### config.mk
export PLATFORM = sky130hd
export DESIGN_NAME = uart_rx
export DESIGN_NICKNAME = d
export VERILOG_FILES = /design/src/rtl/uart_rx.sv
export SDC_FILE = /design/constraint.sdc
export NUM_CORES = 1
export LEC_CHECK = 0
export CORE_ASPECT_RATIO = 0.9
export CORE_MARGIN = 2
export CORE_UTILIZATION = 36
export CTS_CLUSTER_SIZE = 24
export DETAILED_ROUTE_END_ITERATION = 8
export SLEW_MARGIN = 10
export SYNTH_ARGS = -nofsm -noshare
export SYNTH_HDL_FRONTEND = slang
export SYNTH_SLANG_ARGS = --single-unit
### constraint.sdc
create_clock -name clk -period 2.12 [get_ports clk]
set_input_delay 0.318 -clock clk [delete_from_list [all_inputs] [get_ports clk]]
set_output_delay 0.318 -clock clk [all_outputs]
set_load 0.05 [all_outputs]
### src/rtl/uart_rx.sv
// ---------------------------------------------------------------------------
// uart_rx
//   8N1 UART receiver for the debug/host serial link. It is the receive-side
//   partner of uart_tx. The serial pin is synchronised first. The bit period
//   is set at runtime by a divisor, and each completed byte is placed in a
//   one-entry valid/ready holding register for the system-side consumer.
//   Framing and overrun errors are reported as single-cycle pulses.
//
// Parameters
//   DIV_W      width of the bit-period divisor input
//
// Ports
//   clk        system clock
//   rst_n      asynchronous active-low reset
//   divisor    clk cycles per bit; values below 4 are treated as 4
//   rx_i       serial line, asynchronous, idles high
//   rx_data    received byte, stable while rx_valid=1
//   rx_valid   holding register contains a byte
//   rx_ready   consumer accepts the byte when rx_valid=1
//   frame_err  one-cycle pulse: stop bit sampled low
//   overrun    one-cycle pulse: completed byte dropped, holding register full
//   busy       receiver is not idle
// ---------------------------------------------------------------------------
module uart_rx #(
  parameter int DIV_W = 16
) (
  input  logic             clk,
  input  logic             rst_n,
  input  logic [DIV_W-1:0] divisor,
  input  logic             rx_i,
  output logic [7:0]       rx_data,
  output logic             rx_valid,
  input  logic             rx_ready,
  output logic             frame_err,
  output logic             overrun,
  output logic             busy
);

  typedef enum logic [2:0] {
    IDLE,
    START,
    DATA,
    STOP,
    WAIT_HIGH
  } state_t;

  localparam logic [DIV_W-1:0] MIN_DIV = DIV_W'(4);
  localparam logic [DIV_W-1:0] ONE     = DIV_W'(1);

  // Two-flop synchroniser. Both stages reset to the idle (high) level, so a
  // reset release never looks like a start bit.
  logic syncA_q;
  logic rxS_q;

  // Receiver state and datapath.
  state_t           state_q;
  logic [DIV_W-1:0] div_q;
  logic [DIV_W-1:0] bitCnt_q;
  logic [2:0]       bitIdx_q;
  logic [7:0]       shift_q;
  logic             busy_q;

  // Holding register and status pulses.
  logic [7:0] rxData_q;
  logic       rxValid_q;
  logic       frameErr_q;
  logic       overrun_q;

  // Combinational helpers.
  logic [DIV_W-1:0] divClamp;
  logic             sampleNow;
  logic             deliver_d;
  logic             frameErr_d;
  logic             take;

  // Clamp the divisor. Smaller values would leave too few cycles per bit for
  // the half-period start alignment.
  assign divClamp  = (divisor < MIN_DIV) ? MIN_DIV : divisor;
  assign sampleNow = (bitCnt_q == '0);

  // A stop-bit sample decides the fate of the assembled byte.
  assign deliver_d  = (state_q == STOP) && sampleNow && rxS_q;
  assign frameErr_d = (state_q == STOP) && sampleNow && !rxS_q;
  assign take       = rxValid_q && rx_ready;

  always_ff @(posedge clk or negedge rst_n) begin
    if (!rst_n) begin
      syncA_q <= 1'b1;
      rxS_q   <= 1'b1;
    end else begin
      syncA_q <= rx_i;
      rxS_q   <= syncA_q;
    end
  end

  // Receive FSM. The divisor is captured at start detection, so changes made
  // mid-frame only take effect on the next frame. The counter loaded with N
  // reaches zero N+1 cycles later, and that cycle is the sample point.
  // Loading (D>>1)-1 puts the start-bit sample at mid-bit. Reloading D-1
  // puts each following sample one full bit period later.
  always_ff @(posedge clk or negedge rst_n) begin
    if (!rst_n) begin
      state_q  <= IDLE;
      div_q    <= MIN_DIV;
      bitCnt_q <= '0;
      bitIdx_q <= 3'd0;
      shift_q  <= 8'd0;
      busy_q   <= 1'b0;
    end else begin
      case (state_q)
        IDLE: begin
          if (!rxS_q) begin
            state_q  <= START;
            div_q    <= divClamp;
            bitCnt_q <= (divClamp >> 1) - ONE;
            busy_q   <= 1'b1;
          end
        end

        START: begin
          if (sampleNow) begin
            if (!rxS_q) begin
              state_q  <= DATA;
              bitCnt_q <= div_q - ONE;
              bitIdx_q <= 3'd0;
            end else begin
              // A low pulse shorter than half a bit is treated as line noise.
              state_q <= IDLE;
              busy_q  <= 1'b0;
            end
          end else begin
            bitCnt_q <= bitCnt_q - ONE;
          end
        end

        DATA: begin
          if (sampleNow) begin
            // LSB arrives first, so shift right and insert at the top.
            shift_q  <= {rxS_q, shift_q[7:1]};
            bitCnt_q <= div_q - ONE;
            bitIdx_q <= bitIdx_q + 3'd1;
            if (bitIdx_q == 3'd7) begin
              state_q <= STOP;
            end
          end else begin
            bitCnt_q <= bitCnt_q - ONE;
          end
        end

        STOP: begin
          if (sampleNow) begin
            if (rxS_q) begin
              state_q <= IDLE;
              busy_q  <= 1'b0;
            end else begin
              state_q <= WAIT_HIGH;
            end
          end else begin
            bitCnt_q <= bitCnt_q - ONE;
          end
        end

        WAIT_HIGH: begin
          // Hold off while the line stays low, so that a break condition is
          // reported once and is not decoded as a run of zero frames.
          if (rxS_q) begin
            state_q <= IDLE;
            busy_q  <= 1'b0;
          end
        end

        default: begin
          state_q <= IDLE;
          busy_q  <= 1'b0;
        end
      endcase
    end
  end

  // Holding register. A delivery that coincides with a transfer refills the
  // register in the same cycle, so rx_valid stays high. A delivery into a
  // full register that is not being drained drops the new byte.
  always_ff @(posedge clk or negedge rst_n) begin
    if (!rst_n) begin
      rxData_q   <= 8'd0;
      rxValid_q  <= 1'b0;
      frameErr_q <= 1'b0;
      overrun_q  <= 1'b0;
    end else begin
      frameErr_q <= frameErr_d;
      overrun_q  <= 1'b0;
      if (deliver_d) begin
        if (!rxValid_q || take) begin
          rxData_q  <= shift_q;
          rxValid_q <= 1'b1;
        end else begin
          overrun_q <= 1'b1;
        end
      end else if (take) begin
        rxValid_q <= 1'b0;
      end
    end
  end

  assign rx_data   = rxData_q;
  assign rx_valid  = rxValid_q;
  assign frame_err = frameErr_q;
  assign overrun   = overrun_q;
  assign busy      = busy_q;

endmodule
; ---- Word level (Yosys, flattened, before mapping)
; Index checks and enable logic that the tools add are counted.
[op_classes]
addsub = 4
n_lt_le_gt_ge = 1
n_eq_ne = 16
muxes = 29
bitwise = 2
n_reduce_logical = 21
[op_table]
columns = operator, count
row1 = $mux W16, 6
row2 = $pmux W16 S4, 1
row3 = $sub A16 B1 Y16 const B, 2
row4 = $mux W3, 10
row5 = $logic_not A16 Y1, 1
row6 = $lt A16 B3 Y1 const B, 1
row7 = $ne A2 B2 Y1 const B, 8
row8 = $sub A15 B1 Y16 const B, 1
row9 = $pmux W3 S5, 1
row10 = $mux W1, 8
row11 = $reduce_and A2 Y1, 4
row12 = $reduce_and A4 Y1, 2
row13 = $eq A3 B2 Y1 const B, 2
row14 = $eq A3 B3 Y1 const B, 2
row15 = $pmux W3 S2, 1
row16 = $reduce_and A6 Y1, 1
row17 = $logic_and A1 B1 Y1, 4
row18 = $ne A2 B1 Y1 const B, 2
row19 = $pmux W1 S4, 1
row20 = $reduce_bool A2 Y1, 2
row21 = $reduce_bool A4 Y1, 1
row22 = $add A3 B1 Y3 const B, 1
row23 = $eq A3 B1 Y1 const B, 1
row24 = $logic_not A3 Y1, 1
row25 = 7 further kinds, 9
[word_totals]
register_bits = 60
input_bits = 20
out_inout_bits = 12
elab_cells = 85

; ---- Longest topological paths before layout
; Gate-level depths: netlist of the first run.
[depth]
depth_word = 5
ltp_mapped = 11
mapped_depth_nobuf = 11

; ---- Worst setup path before layout of the first run
; Ideal clock, no wire load.
[synth_path]
kind = input to register
start = in divisor[6]
end = reg bitCnt_q[10]
setup_ns = 0.126
arrival_ns = 2.504
t_required_ns = 1.994
slack_ns = -0.509
path_stages = 11
path_buffers = 0
path_cell_list = nor4_2 and3b_1 nand3_1 nand2_1 ha_1 nor3b_1 nand3_1 xnor2_1 o32ai_1 a211oi_1 o21ai_2
[synth_between]
elab_chain_cells = 5
[synth_rtl]
columns = item, line
row1 = from (decl), 29  ; input logic [DIV_W-1:0] divisor,
row2 = $lt A16 B3 Y1, 78  ; assign divClamp = (divisor < MIN_DIV) ? MIN_DIV : divisor;
row3 = $mux W16 *, 78
row4 = $sub A15 B1 Y16 *, 115  ; bitCnt_q <= (divClamp >> 1) - ONE;
row5 = $mux W16 *, 112  ; if (!rxS_q) begin
row6 = $pmux W16 S4 *, 110  ; case (state_q)
row7 = to (signal assigned), 115
row8 = to (signal assigned), 124  ; bitCnt_q <= div_q - ONE;
row9 = to (signal assigned), 132  ; bitCnt_q <= bitCnt_q - ONE;
row10 = to (decl), 58  ; logic [DIV_W-1:0] bitCnt_q;
; Mark *: on every way between the ends. The rest lies on a longest branch, timed or not. The select of a mux whose other input is x is not followed.
; A chain may end at the register's enable or synchronous reset.

; ---- Worst setup path in the final report of the first run
[layout_path]
start = reg bitCnt_q[7]
end = reg shift_q[3]
[layout_between]
elab_chain_cells = 2
[layout_rtl]
columns = item, line
row1 = $logic_not A16 Y1, 79  ; assign sampleNow = (bitCnt_q == '0);
row2 = $reduce_and A2 Y1 (no line), -
row3 = to (signal assigned), 139  ; shift_q <= {rxS_q, shift_q[7:1]};
row4 = to (decl), 60  ; logic [7:0] shift_q;
; Every way passes these cells.

==> impl_metrics.env, run 1 <==
export IMPL_grt_max_degree=38
export IMPL_crit_type="reg2reg"
export IMPL_clock_skew_ps=8.152
export IMPL_hp_class="in2reg"
export IMPL_cts_made_buffers=9
export IMPL_clkTransAtPathRegs_ps=60
export IMPL_diodes=0
export IMPL_worstMarginPinSlew_ps=498.3
export IMPL_drtIter0Drc=181
export IMPL_wl_per_cell_um=17.28
export IMPL_p_int_w=0.002687
export IMPL_first_global_vias=3589
export IMPL_rsz0062_at_grt="yes"
export IMPL_stdcell_count=674
export IMPL_final_min_clock_period_ps=2130
export IMPL_maxCapViolCount=0
export IMPL_clock_sinks=60
export IMPL_clockRootBuffer="clkbuf_16"
export IMPL_top_layer="met4"
export IMPL_critPathSlowestCell="dfrtp_1"
export IMPL_clk_latency_ps=330
export IMPL_ys_types=58
export IMPL_p_seq_share_pct=35.6
export IMPL_multi_input_area_um2=2384
export IMPL_power_share_switching_pct=30.66
export IMPL_critPathTopFamily="buffers and inverters"
export IMPL_syn_area_per_cell_um2=8.929
export IMPL_coreArea_um2=9784
export IMPL_rows=34
export IMPL_finalNetCount=569
export IMPL_track_usage_pct=21.76
export IMPL_wl_met2_um=5332
export IMPL_seq_area_frac_synth_pct=41.11
export IMPL_register_area_um2=1505
export IMPL_cts_max_path_buffers=2
export IMPL_synth_area_um2=3661
export IMPL_cts_tree="yes"
export IMPL_status="complete, but fails checks"
export IMPL_io_pins=32
export IMPL_fin_crit_sh_pct=100.5
export IMPL_synthToLayoutAreaGrowth_pct=52.84
export IMPL_grt_pass1_wl_um=18510
export IMPL_drtAntennaViolNets=0
export IMPL_grt_overflow_total=0
export IMPL_synth_edf_count=0
export IMPL_dp_slack_ps=-644.1
export IMPL_finalSetupTns_ps=-14.99
export IMPL_ir_drop_uv=355.0
export IMPL_arrival_ps=2340
export IMPL_clock_fmax_mhz=469.5
export IMPL_worst_path_max_fanout=9
export IMPL_required_ps=2330
export IMPL_p_clk_share_pct=36.5
export IMPL_drv_slew=0
export IMPL_critPathMaxStageDelay_ps=400
export IMPL_routed_via_density=5.479
export IMPL_route_detailed_drc=0
export IMPL_ys_warn_count=0
export IMPL_r2r_setup_slack_ps=-10
export IMPL_worstSetupStartpointType="flop"
export IMPL_start_util_pct=37.42
export IMPL_dr_pass1_iters=5
export IMPL_power_leakage_nw=2.370
export IMPL_finalHoldViolations=0
export IMPL_fill_cells=849
export IMPL_path_buf_inv=5
export IMPL_htreeDepth=3
export IMPL_ys_ff_latch=60
export IMPL_syn_inst=410
export IMPL_dieArea_um2=10990
export IMPL_drive_gt1_share_pct=37.77
export IMPL_crit_chain="buf_6 -> nor4_4 -> buf_4 -> nand4_1 -> buf_6 -> buf_4 -> nor3_4 -> buf_6 -> mux2_2"
export IMPL_setup_violations=5
export IMPL_layout_setup_ws_ps=-10.08
export IMPL_wl_met1_um=5473
export IMPL_p_sw_w=0.001188
export IMPL_pwr_share_comb_pct=27.9
export IMPL_fin_util_pct=57.19
export IMPL_gp_congestion=0.9103
export IMPL_syn_num_nets=436
export IMPL_die_x_um=110.3
export IMPL_async_flop_share_pct=100.0
export IMPL_via_count=3693
export IMPL_violations="negative setup slack"
export IMPL_place_hpwl_um=8280
export IMPL_max_slew_margin_rel_pct=66.52
export IMPL_numPortBuffers=31
export IMPL_crit_path_frequent_cell="buf_6"
export IMPL_routed_wl_um=11650
export IMPL_antenna_found_initial=0
export IMPL_wl_met3_um=652
export IMPL_end_kind="flop"
export IMPL_synth_flop_cell="dfrtp_1"
export IMPL_dp_cells=634
export IMPL_die_h_um=99.67
export IMPL_p_per_area_nw_per_um2=692.4
-- through the flow --
step | hold slack [ps] | area (um2) | power [W]
after floorplan | 22.41 | 3725 | 0.001847
after global placement | 344.9 | 4768 | 0.002262
after detailed placement | 345.4 | 4768 | 0.002273
after CTS | 355.0 | 5273 | 0.003741
after global routing | 339.6 | 5595 | 0.004065
final | 322.9 | 5595 | 0.003874
-- final cells by class --
type,count,share of cell area (%)
flip-flops and latches,60,26.90
inverters,10,0.6708
clock inverters,3,0.3801
repair buffers,144,21.80
multi-input cells,318,42.60
clock buffers,13,4.830
well taps,126,2.818
-- power groups by stage --
stage	Sequential [W]	Clock [W]	Combinational, W
finish	0.00138	0.00141	0.00108
global route	0.00140	0.00149	0.00118
CTS	0.00136	0.00144	0.000943
detailed placement	0.00138	0	0.000889
global placement	0.00138	0	0.000881
floorplan	0.00137	0	0.000478
-- cells by family after synthesis --
| group | after synthesis | synth area share [%] |
|---|---|---|
| and+or+nand+nor | 173 | 24.44 |
| AOI/OAI and AO/OA | 90 | 15.52 |
| DFF | 60 | 41.11 |
| buffers and inverters | 32 | 3.930 |
| xor gates and xnor gates | 30 | 7.177 |
| muxes | 18 | 5.503 |
| adders and majority gates | 7 | 2.324 |
-- metal layers --
layer / GRT usage [%] / vias up
met4: 7.788 / 0
met1: 32.15 / 1784
met3: 3.277 / 19
met2: 32.18 / 120
met5: 0 / -
li1: - / 1770
-- flip-flops by register name, indices dropped and copies added, names as in the netlist --
name	flops
bitCnt_q	16
bitIdx_q	3
busy	1
div_q	16
frame_err	1
overrun	1
rxS_q	1
rx_data	8
rx_valid	1
shift_q	8
state_q	3
syncA_q	1
-- synthesized netlist by cell type, drive strengths merged (12+ instances only) --
library cell	n	area, um2
nand2	62	232.7
nor4	16	125.1
o21ai	32	163.9
dfrtp	57	1426
mux2	17	191.4
xnor2	17	148.9
nor3	17	85.08
xor2	13	113.9
a21oi	20	115.1
nor2	28	105.1
nand3	12	60.06
clkbuf	13	48.80
-- worst register-to-register path: stages (launching register included) --
cell and delay [ps]:
dfrtp_1 400, buf_6 130, nor4_4 260, buf_4 170, nand4_1 120, buf_6 180
buf_4 140, nor3_4 120, buf_6 170, mux2_2 340
-- placed cells by master, fill, tap and decap left out, types with 10 or more instances in the layout --
master,n
buf_4,99
nand2_1,61
dfrtp_1,57
nor2_1,23
clkdlybuf4s50_1,17
a21oi_1,16
o21ai_0,16
xnor2_1,15
xor2_1,13
o21ai_1,12
buf_6,12
nor3_1,11
nand3_1,10
clkbuf_16,10
-- repair_timing --
action,in CTS,in global routing
gates resized for setup,33,72
pin swaps,14,34
setup buffers,17,5
hold endpoints to repair,8,0
endpoints found under the setup margin,15,30
hold buffers,1,0
cloned,0,1
-- path summary, 6_finish.rpt --
check / cells past startpoint / from / to
max: 9 / bitCnt_q[7] / shift_q[3]
min: 4 / divisor[7] / div_q[7]
max reg2reg: 9 / bitCnt_q[7] / shift_q[3]
min reg2reg: 0 / syncA_q / rxS_q
max in group asynchronous: 3 / rst_n / syncA_q
min in group asynchronous: 3 / rst_n / div_q[1]
Note: power is estimated with default switching activity, not from simulation.
==> run 2: changes to the inputs <==
--- a/config.mk
+++ b/config.mk
@@ -6,7 +6,7 @@
 export NUM_CORES = 1
 export LEC_CHECK = 0
 export CORE_ASPECT_RATIO = 0.9
-export CORE_MARGIN = 2
+export CORE_MARGIN = 1
 export CORE_UTILIZATION = 36
 export CTS_CLUSTER_SIZE = 24
 export DETAILED_ROUTE_END_ITERATION = 8
==> impl_metrics.env, run 2 (synthesized netlist as in run 1, its figures left out) <==
export IMPL_status="complete, but fails checks"
export IMPL_violations="negative setup slack"
export IMPL_diodes=0
export IMPL_grt_pass1_wl_um=18670
export IMPL_io_pins=32
export IMPL_finalNetCount=562
export IMPL_antenna_found_initial=0
export IMPL_hold_start="divisor[7]"
export IMPL_start_util_pct=37.42
export IMPL_cts_max_path_buffers=2
export IMPL_via_count=3744
export IMPL_die_x_um=108.3
export IMPL_layout_setup_ws_ps=-32.06
export IMPL_fin_hold_ws_ps=322.2
export IMPL_r2r_end="bitCnt_q[10]"
export IMPL_dieArea_um2=10580
export IMPL_p_per_area_nw_per_um2=728.2
export IMPL_dr_pass1_iters=5
export IMPL_route_detailed_drc=0
export IMPL_setup_violations=1
export IMPL_clkTransAtPathRegs_ps=60
export IMPL_r2r_setup_slack_ps=-30
export IMPL_coreArea_um2=9784
export IMPL_clock_fmax_mhz=464.7
export IMPL_htreeDepth=3
export IMPL_numPortBuffers=31
export IMPL_r2r_start="bitCnt_q[4]"
export IMPL_worstSetupStartpointType="flop"
export IMPL_wl_per_cell_um=17.68
export IMPL_drive_gt1_share_pct=35.12
export IMPL_dp_slack_ps=-667.8
export IMPL_required_ps=2380
export IMPL_clock_skew_ps=5.911
export IMPL_final_common_cell="buf_4"
export IMPL_routed_via_density=5.613
export IMPL_hp_class="in2reg"
export IMPL_drtIter0Drc=262
export IMPL_die_h_um=97.67
export IMPL_worst_path_max_fanout=4
export IMPL_gp_congestion=0.9189
export IMPL_layout_common_cells="102 x buf_4, 61 x nand2_1, 57 x dfrtp_1, 26 x nor2_1, 18 x a21oi_1"
export IMPL_place_hpwl_um=8286
export IMPL_hold_depth=4
export IMPL_fin_crit_sh_pct=101.5
export IMPL_power_leakage_nw=2.302
export IMPL_arrival_ps=2410
export IMPL_rows=34
export IMPL_final_min_clock_period_ps=2152
export IMPL_synthToLayoutAreaGrowth_pct=47.81
export IMPL_clk_latency_ps=330
export IMPL_clockRootBuffer="clkbuf_16"
export IMPL_drtAntennaViolNets=0
export IMPL_grt_max_degree=25
export IMPL_ir_drop_uv=446.4
export IMPL_cts_made_buffers=9
export IMPL_rsz0062_at_grt="yes"
export IMPL_clock_sinks=60
export IMPL_max_slew_margin_rel_pct=48.32
export IMPL_cts_tree="yes"
export IMPL_finalHoldViolations=0
export IMPL_crit_type="reg2reg"
export IMPL_worstMarginPinSlew_ps=767.1
export IMPL_drv_slew=0
export IMPL_reg2reg_depth=6
export IMPL_grt_overflow_total=0
export IMPL_maxCapViolCount=0
export IMPL_end_kind="flop"
export IMPL_min_to="div_q[7]"
export IMPL_routed_wl_um=11790
export IMPL_track_usage_pct=23.02
export IMPL_top_regs="bitCnt_q x16, div_q x16"
export IMPL_first_global_vias=3522
-- run 2: cell count changes in the layout (fill, tap and decap cells not counted), sizes merged --
cell / previous run / this run
dlymetal6s2s: 1 / 2
clkdlybuf4s15: 4 / 1
buf: 114 / 109
bufinv: 0 / 1
clkinv: 3 / 2
dlygate4sd2: 2 / 1
clkdlybuf4s50: 17 / 16
clkbuf: 18 / 16
inv: 9 / 11
clkinvlp: 1 / 3
-- run 2: area by class of cell --
class | instances | area [um2]
Clock buffer | 9 | 225.2
Clock inverter | 7 | 75.07
Fill cell | 867 | 4373
Inverter | 10 | 37.54
Multi-Input combinational cell | 318 | 2321
Sequential cell | 60 | 1505
Tap cell | 126 | 157.7
Timing Repair Buffer | 137 | 1090
-- run 2: per-layer routing --
metal	up-vias	track usage [%]	share of wire (%)
li1	1753	-	-
met1	1822	34.15	47
met2	145	33.37	45
met3	24	4.561	5.9
met4	0	7.069	2.0
met5	-	0	0
-- run 2: where the power goes --
group | leakage, nW | switching [W] | internal, W
logic | 1.42 | 0.000549 | 0.000525
registers | 0.746 | 0.000113 | 0.00126
clock network | 0.138 | 0.000577 | 0.000915
-- run 2: worst max-delay path, stage by stage, from the launching register on --
cell	delay [ps]
dfrtp_1	430
or4_4	540
or4b_4	550
a211o_1	270
nand3_2	100
a211oi_2	70
o21ai_2	120
-- run 2: timing repair --
item	in CTS	in global routing
endpoints found under the setup margin	12	23
hold endpoints to repair	19	0
gates resized for setup	38	53
cloned	0	0
hold buffers	1	0
buffers inserted	11	9
pin swaps	13	22
-- run 2: stage by stage --
| step | instances | power, W | util (%) | TNS, ps | instance area (um2) |
|---|---|---|---|---|---|
| 2_1_floorplan | 410 | 0.001847 | - | -315.2 | 3725 |
| 3_3_place_gp | 630 | 0.002258 | 48.43 | -3773 | 4738 |
| 3_5_place_dp | 630 | 0.002271 | 48.43 | -4415 | 4738 |
| 4_1_cts | 658 | 0.003825 | 53.34 | -80.96 | 5219 |
| 5_1_grt | 667 | 0.004121 | 55.31 | -159.4 | 5411 |
| 6_report | 667 | 0.003941 | 55.31 | -32.06 | 5411 |
-- run 2: worst max-delay path by stage --
stage / from / cells after the start / slack [ps] / end
2_1_floorplan: divisor[5] / 11 / -150 / bitCnt_q[10]
3_3_place_gp: divisor[5] / 12 / -590 / bitCnt_q[14]
3_5_place_dp: divisor[5] / 12 / -670 / bitCnt_q[14]
4_1_cts: bitCnt_q[5] / 6 / -50 / bitCnt_q[10]
5_1_grt: div_q[0] / 8 / -70 / bitCnt_q[10]
6_report: bitCnt_q[4] / 6 / -30 / bitCnt_q[10]
